File: src/rtl/zx_video_ula.sv
// zx_video_ula: Spectrum ULA-style colour video generator with VGA timing, screen RAM fetch and frame interrupt.
// Optional ZX_VIDEO_SCANLINE_EN halves the output level on odd active lines.
module zx_video_ula #(
  parameter int HA = 640,
  parameter int HFP = 16,
  parameter int HS = 96,
  parameter int HBP = 48,
  parameter int VA = 480,
  parameter int VFP = 11,
  parameter int VS = 2,
  parameter int VBP = 31,
  parameter int HB = 64,
  parameter int VB = 48,
  parameter logic [3:0] NORMAL_LEVEL = 4'hC,
  parameter logic [3:0] BRIGHT_LEVEL = 4'hF,
  parameter int INT_LEN = 64
) (
  input  logic        clk,
  input  logic        n_reset,
  input  logic [2:0]  border,
  output logic [12:0] vga_addr,
  input  logic [7:0]  vga_data,
  output logic [3:0]  vga_r,
  output logic [3:0]  vga_g,
  output logic [3:0]  vga_b,
  output logic        vga_hs,
  output logic        vga_vs,
  output logic        vga_de,
  output logic        n_int
);
  localparam int HT = HA + HFP + HS + HBP;
  localparam int VT = VA + VFP + VS + VBP;
  localparam int HW = $clog2(HT);
  localparam int VW = $clog2(VT);
  localparam logic [HW-1:0] H_END = HW'(HT - 1);
  localparam logic [HW-1:0] H_A = HW'(HA);
  localparam logic [HW-1:0] H_SS = HW'(HA + HFP);
  localparam logic [HW-1:0] H_SE = HW'(HA + HFP + HS);
  localparam logic [HW-1:0] H_PS = HW'(HB);
  localparam logic [HW-1:0] H_PE = HW'(HA - HB);
  localparam logic [HW-1:0] F_S = HW'(HB - 16);
  localparam logic [HW-1:0] F_E = HW'(HA - HB - 16);
  localparam logic [VW-1:0] V_END = VW'(VT - 1);
  localparam logic [VW-1:0] V_A = VW'(VA);
  localparam logic [VW-1:0] V_SS = VW'(VA + VFP);
  localparam logic [VW-1:0] V_SE = VW'(VA + VFP + VS);
  localparam logic [VW-1:0] V_PS = VW'(VB);
  localparam logic [VW-1:0] V_PE = VW'(VA - VB);

  logic [HW-1:0] hc;
  logic [VW-1:0] vc;
  logic [VW-1:0] vrow;
  logic [4:0]    flash_cnt;
  logic [7:0]    shifter, bitmap_next, attr_next, attr_cur;
  logic [9:0]    int_cnt;
  logic [8:0]    slot;
  logic [3:0]    p;
  logic [4:0]    c;
  logic [7:0]    y;
  logic          paper_row, paper_col, fetch, active, in_paper;
  logic [2:0]    pix_col, col;
  logic [3:0]    base_lvl, lvl;

  assign paper_row = vc >= V_PS && vc < V_PE;
  assign paper_col = hc >= H_PS && hc < H_PE;
  assign fetch     = paper_row && hc >= F_S && hc < F_E;
  assign active    = hc < H_A && vc < V_A;
  assign in_paper  = paper_row && paper_col;
  // slot counts from the fetch window start, so c is the cell being fetched
  assign slot = 9'(hc) - 9'(HB - 16);
  assign p    = slot[3:0];
  assign c    = slot[8:4];
  assign vrow = vc - V_PS;
  assign y    = 8'(vrow >> 1);

  always_comb begin
    vga_addr = '0;
    if (paper_row)
      vga_addr = (fetch && p == 4'd1) ? {3'b110, y[7:3], c} : {y[7:6], y[2:0], y[5:3], c};
  end

  always_comb begin
    pix_col  = (shifter[7] ^ (attr_cur[7] & flash_cnt[4])) ? attr_cur[2:0] : attr_cur[5:3];
    col      = in_paper ? pix_col : border;
    base_lvl = (in_paper && attr_cur[6]) ? BRIGHT_LEVEL : NORMAL_LEVEL;
  end

`ifdef ZX_VIDEO_SCANLINE_EN
  assign lvl = vc[0] ? base_lvl >> 1 : base_lvl;
`else
  assign lvl = base_lvl;
`endif

  always_ff @(posedge clk or negedge n_reset)
    if (!n_reset) begin
      hc        <= '0;
      vc        <= '0;
      flash_cnt <= '0;
    end else begin
      hc <= (hc == H_END) ? '0 : hc + 1'b1;
      if (hc == H_END) vc <= (vc == V_END) ? '0 : vc + 1'b1;
      if (hc == H_END && vc == V_END) flash_cnt <= flash_cnt + 1'b1;
    end

  always_ff @(posedge clk or negedge n_reset)
    if (!n_reset) begin
      shifter     <= '0;
      bitmap_next <= '0;
      attr_next   <= '0;
      attr_cur    <= '0;
    end else begin
      if (fetch && p == 4'd1) bitmap_next <= vga_data;
      if (fetch && p == 4'd2) attr_next <= vga_data;
      if (fetch && p == 4'd15) begin
        shifter  <= bitmap_next;
        attr_cur <= attr_next;
      end else if (hc[0]) shifter <= {shifter[6:0], 1'b0};
    end

  always_ff @(posedge clk or negedge n_reset)
    if (!n_reset) begin
      vga_r  <= '0;
      vga_g  <= '0;
      vga_b  <= '0;
      vga_hs <= 1'b1;
      vga_vs <= 1'b1;
      vga_de <= 1'b0;
    end else begin
      vga_r  <= (active && col[1]) ? lvl : '0;
      vga_g  <= (active && col[2]) ? lvl : '0;
      vga_b  <= (active && col[0]) ? lvl : '0;
      vga_hs <= !(hc >= H_SS && hc < H_SE);
      vga_vs <= !(vc >= V_SS && vc < V_SE);
      vga_de <= active;
    end

  // a trigger arriving while the pulse is low is ignored
  always_ff @(posedge clk or negedge n_reset)
    if (!n_reset) begin
      n_int   <= 1'b1;
      int_cnt <= '0;
    end else if (n_int) begin
      if (hc == H_SS && vc == V_SS) begin
        n_int   <= 1'b0;
        int_cnt <= 10'(INT_LEN - 1);
      end
    end else if (int_cnt == '0) n_int <= 1'b1;
    else int_cnt <= int_cnt - 1'b1;
endmodule
File: config.mk
export PLATFORM = sky130hd
export DESIGN_NAME = zx_video_ula
export DESIGN_NICKNAME = d
export VERILOG_FILES = /design/src/rtl/zx_video_ula.sv
export SDC_FILE = /design/constraint.sdc
export NUM_CORES = 1
export LEC_CHECK = 0
export BUFFER_PORTS_ARGS = -buffer_cell sky130_fd_sc_hd__buf_4
export CELL_PAD_IN_SITES_DETAIL_PLACEMENT = 1
export CELL_PAD_IN_SITES_GLOBAL_PLACEMENT = 2
export CORE_ASPECT_RATIO = 0.6
export CORE_UTILIZATION = 30
export DETAILED_ROUTE_END_ITERATION = 8
export PLACE_DENSITY_LB_ADDON = 0.1
export SLEW_MARGIN = 40
export SYNTH_ARGS = -nofsm -noshare
export SYNTH_HDL_FRONTEND = slang
export SYNTH_SLANG_ARGS = --single-unit
File: constraint.sdc
create_clock -name clk -period 2.66 [get_ports clk]
set_input_delay 0.399 -clock clk [delete_from_list [all_inputs] [get_ports clk]]
set_output_delay 0.399 -clock clk [all_outputs]
set_load 0.01 [all_outputs]
==> run summary <==
Biggest cell delay along the critical path -> 0.47 ns
Root buffer cell -> clkbuf_16
Register-to-register setup slack -> 0.38 ns
Area Growth Syn to Fin -> 23.2%
Max Cap Viol -> 0
Aggregate global routing overflow -> 0
Crit path DAT -> 2.16 ns
Core outline area -> 13000 µm²
Worst endpoint required time -> 2.26 ns
Max Freq -> 390 MHz
Smallest hold slack -> 0.0112 ns
Initial DRC count -> 96
Top cells by area, synth -> dfrtp_1, mux2_2, ha_1, xor2_1, mux2i_1
RePlAce Congestion -> 0.803
Mapped Cells -> 364
Tmin final -> 2.56 ns
Share of the synthesized area in the top cell type -> 45.7%
Io pins -> 42
Type of the tightest min-delay check -> in -> async
Routed Antenna Nets -> 0
Worst Setup SP -> vc[5]
Die ar. -> 14000 µm²
Initial antenna violation count -> 0
FF-to-FF path depth -> 7
Top cells by count, synth -> dfrtp_1, mux2_2, nand2_1
Slew HR -> 51.0%
Levels on crit path -> 6
Htree depth -> 3
R2R Path Start -> hc[5]
# rows -> 32
Post-route setup slack -> 0.0988 ns
CTS buffer count -> 9
Ratio of final minimum period to clock period -> 96.3%
Buf/Inv on CP -> 1
Cell area after layout -> 4990 µm²
Lkg Pwr -> 2.43 nW
Placement Setup Slack -> 0.0804 ns
Initial Util -> 31.1%
Diodes inserted -> 0
Pwr/cell area -> 489 nW/µm²
Critical Path End -> vga_addr[10]
Total wire length -> 10.3 mm
CP endpoint kind -> output port
Vias per Instance -> 4.82
GR Util All Layers -> 15.6%
Synth async-reset ratio -> 100%
Die width -> 152 µm
Endpoints failing setup -> 0
Vias in the first global route -> 2862
Internal Pwr Total -> 1.86 mW
Final Hold Fails -> 0
Post-synth EDFFs -> 0
CP max FO -> 6
Switching share of power -> 23.8%
Nature of the critical path startpoint -> flop
Wire length per cell -> 17.1 µm
Clock power share -> 48.4%
Delay-heaviest family, CP -> compound AO/OA/AOI/OAI gates
Slowest CP cell -> dfrtp_2
Worst-skew pair later-pin latency -> 0.34 ns
Fraction of layout cells with a size suffix above 1 -> 36.5%
Post-synthesis net count -> 394
Yosys warnings -> 0
Die Y -> 92.0 µm
Routed vias -> 2892
Max Root-Sink Buffers -> 2
Sequential share of power -> 48.8%
Worst vdd ir -> 0.272 mV
CP cell instances -> ha_4 > o211ai_1 > o311a_4 > nand4_1 > and3_1 > buf_4
Sw power -> 0.581 mW
Synth Flop Type -> dfrtp_1
Largest net degree at the start of global routing -> 37
Status -> complete, no violations
Layout Utilization -> 38.4%
Yosys cell types -> 51
CTS tree -> built
Number of port buffers -> 41
Nets -> 455
Total power -> 2.44 mW
Comb pwr share -> 2.7%
Residual DRC count -> 0
DP HPWL -> 7.65 mm
Worst clock skew -> 0.00881 ns
Yosys reg bits -> 77
Clock sink count -> 77
Max-slew violations -> 0
Crit Path Category -> reg -> out
Top-count cell post-synth -> dfrtp_1
Post-CTS Hold Fix Bufs -> 0
1st-pass router iterations -> 4
Mean post-synth cell area -> 11.1 µm²
Capture point of the worst reg-to-reg path -> flash_cnt[1]
First-pass GRT wire length -> 16.3 mm
Placement Cell Area -> 4580 µm²
Clock Pin Slew Worst Setup and Hold Paths -> 0.07 ns
Netlist Area Pre-Place -> 4050 µm²
Worst Tran Pin Value -> 0.731 ns
Cell taking the most area after synthesis -> dfrtp_1
Post-synthesis sequential area ratio -> 47.6%
-- worst reg2reg max path, stage by stage, from the launching register on --
cell and delay [ns]:
dfrtp_2 0.42, buf_4 0.16, inv_1 0.11, ha_1 0.18, and4bb_2 0.35, nand3_2 0.34, nor2_8 0.28, mux2_1 0.33
-- per-layer routing --
| metal | track usage [%] | up-vias | routed length [µm] |
|---|---|---|---|
| met5 | 0 | - | 0 |
| met4 | 4.59 | 0 | 110 |
| met3 | 4.16 | 10 | 323 |
| met2 | 19.8 | 27 | 4060 |
| met1 | 24.8 | 1457 | 5790 |
| li1 | - | 1398 | - |
-- placed cells by master, fill, tap and decap left out, drive strengths merged, types with 9 or more instances in the layout --
cell type  count
a21oi         12
and3          11
buf           73
clkbuf         9
dfrtp         74
ha            17
inv           18
mux2          40
mux2i         11
nand2         26
nand3          9
nand4          9
nor2          23
nor3          14
o21ai         15
xnor2         11
xor2          14
-- stage by stage --
stage                     cells  setup TNS (ns)
after global routing        600          -0.149
after detailed placement    575               0
after CTS                   594               0
after floorplan             364               0
final                       600               0
after global placement      575               0
-- how the worst min path moves through the flow --
stage | endpoint | slack, ns | cells after the start
final | vc[8] | 0.01 | 1
after global routing | vc[8] | 0.04 | 1
after CTS | vc[8] | 0.02 | 1
after detailed placement | vc[8] | 0.40 | 1
after global placement | vc[9] | 0.40 | 1
after floorplan | attr_cur[0] | 0.10 | 0
-- power groups by stage --
stage	Combinational, mW	Sequential (mW)	Clock (mW)
after floorplan	0.0175	1.21	0
final	0.0666	1.19	1.18
after global routing	0.0758	1.19	1.27
after CTS	0.0700	1.19	1.23
after detailed placement	0.0699	1.21	0
after global placement	0.0694	1.21	0
-- sequential cells by signal, summed over array words and instances (netlist names) --
register and cells:
vga_b 2, flash_cnt 5, vga_hs 1, attr_cur 8, n_int 1, vc 10
vga_g 2, int_cnt 10, hc 10, attr_next 8, vga_de 1, vga_vs 1
bitmap_next 8, shifter 8, vga_r 2
-- cell type report --
type,instances,area [µm²]
clock buffers,9,225
multi-input cells,250,1960
fillers,1427,8020
clock inverters,7,56.3
inverters,14,52.6
repair buffers,73,548
well taps,170,213
flip-flops and latches,77,1940
-- logic make-up (layout without fill, tap and decap cells) --
kind of cell / Yosys count / in the layout / share of synthesized area [%]
xor gates and xnor gates: 25 / 25 / 5.40
AOI/OAI and AO/OA: 42 / 42 / 6.36
and+or+nand+nor: 115 / 115 / 16.2
adders and majority gates: 17 / 17 / 5.25
muxes: 51 / 51 / 13.8
DFF: 77 / 77 / 47.6
buffers and inverters: 37 / 103 / 5.28
-- what timing repair did --
item                                    4_1_cts  5_1_grt
gates resized for setup                       4       11
pin swaps                                     4        6
endpoints found under the setup margin        5        5
setup buffers                                 3        6
Note: power is estimated with default switching activity, not from simulation.
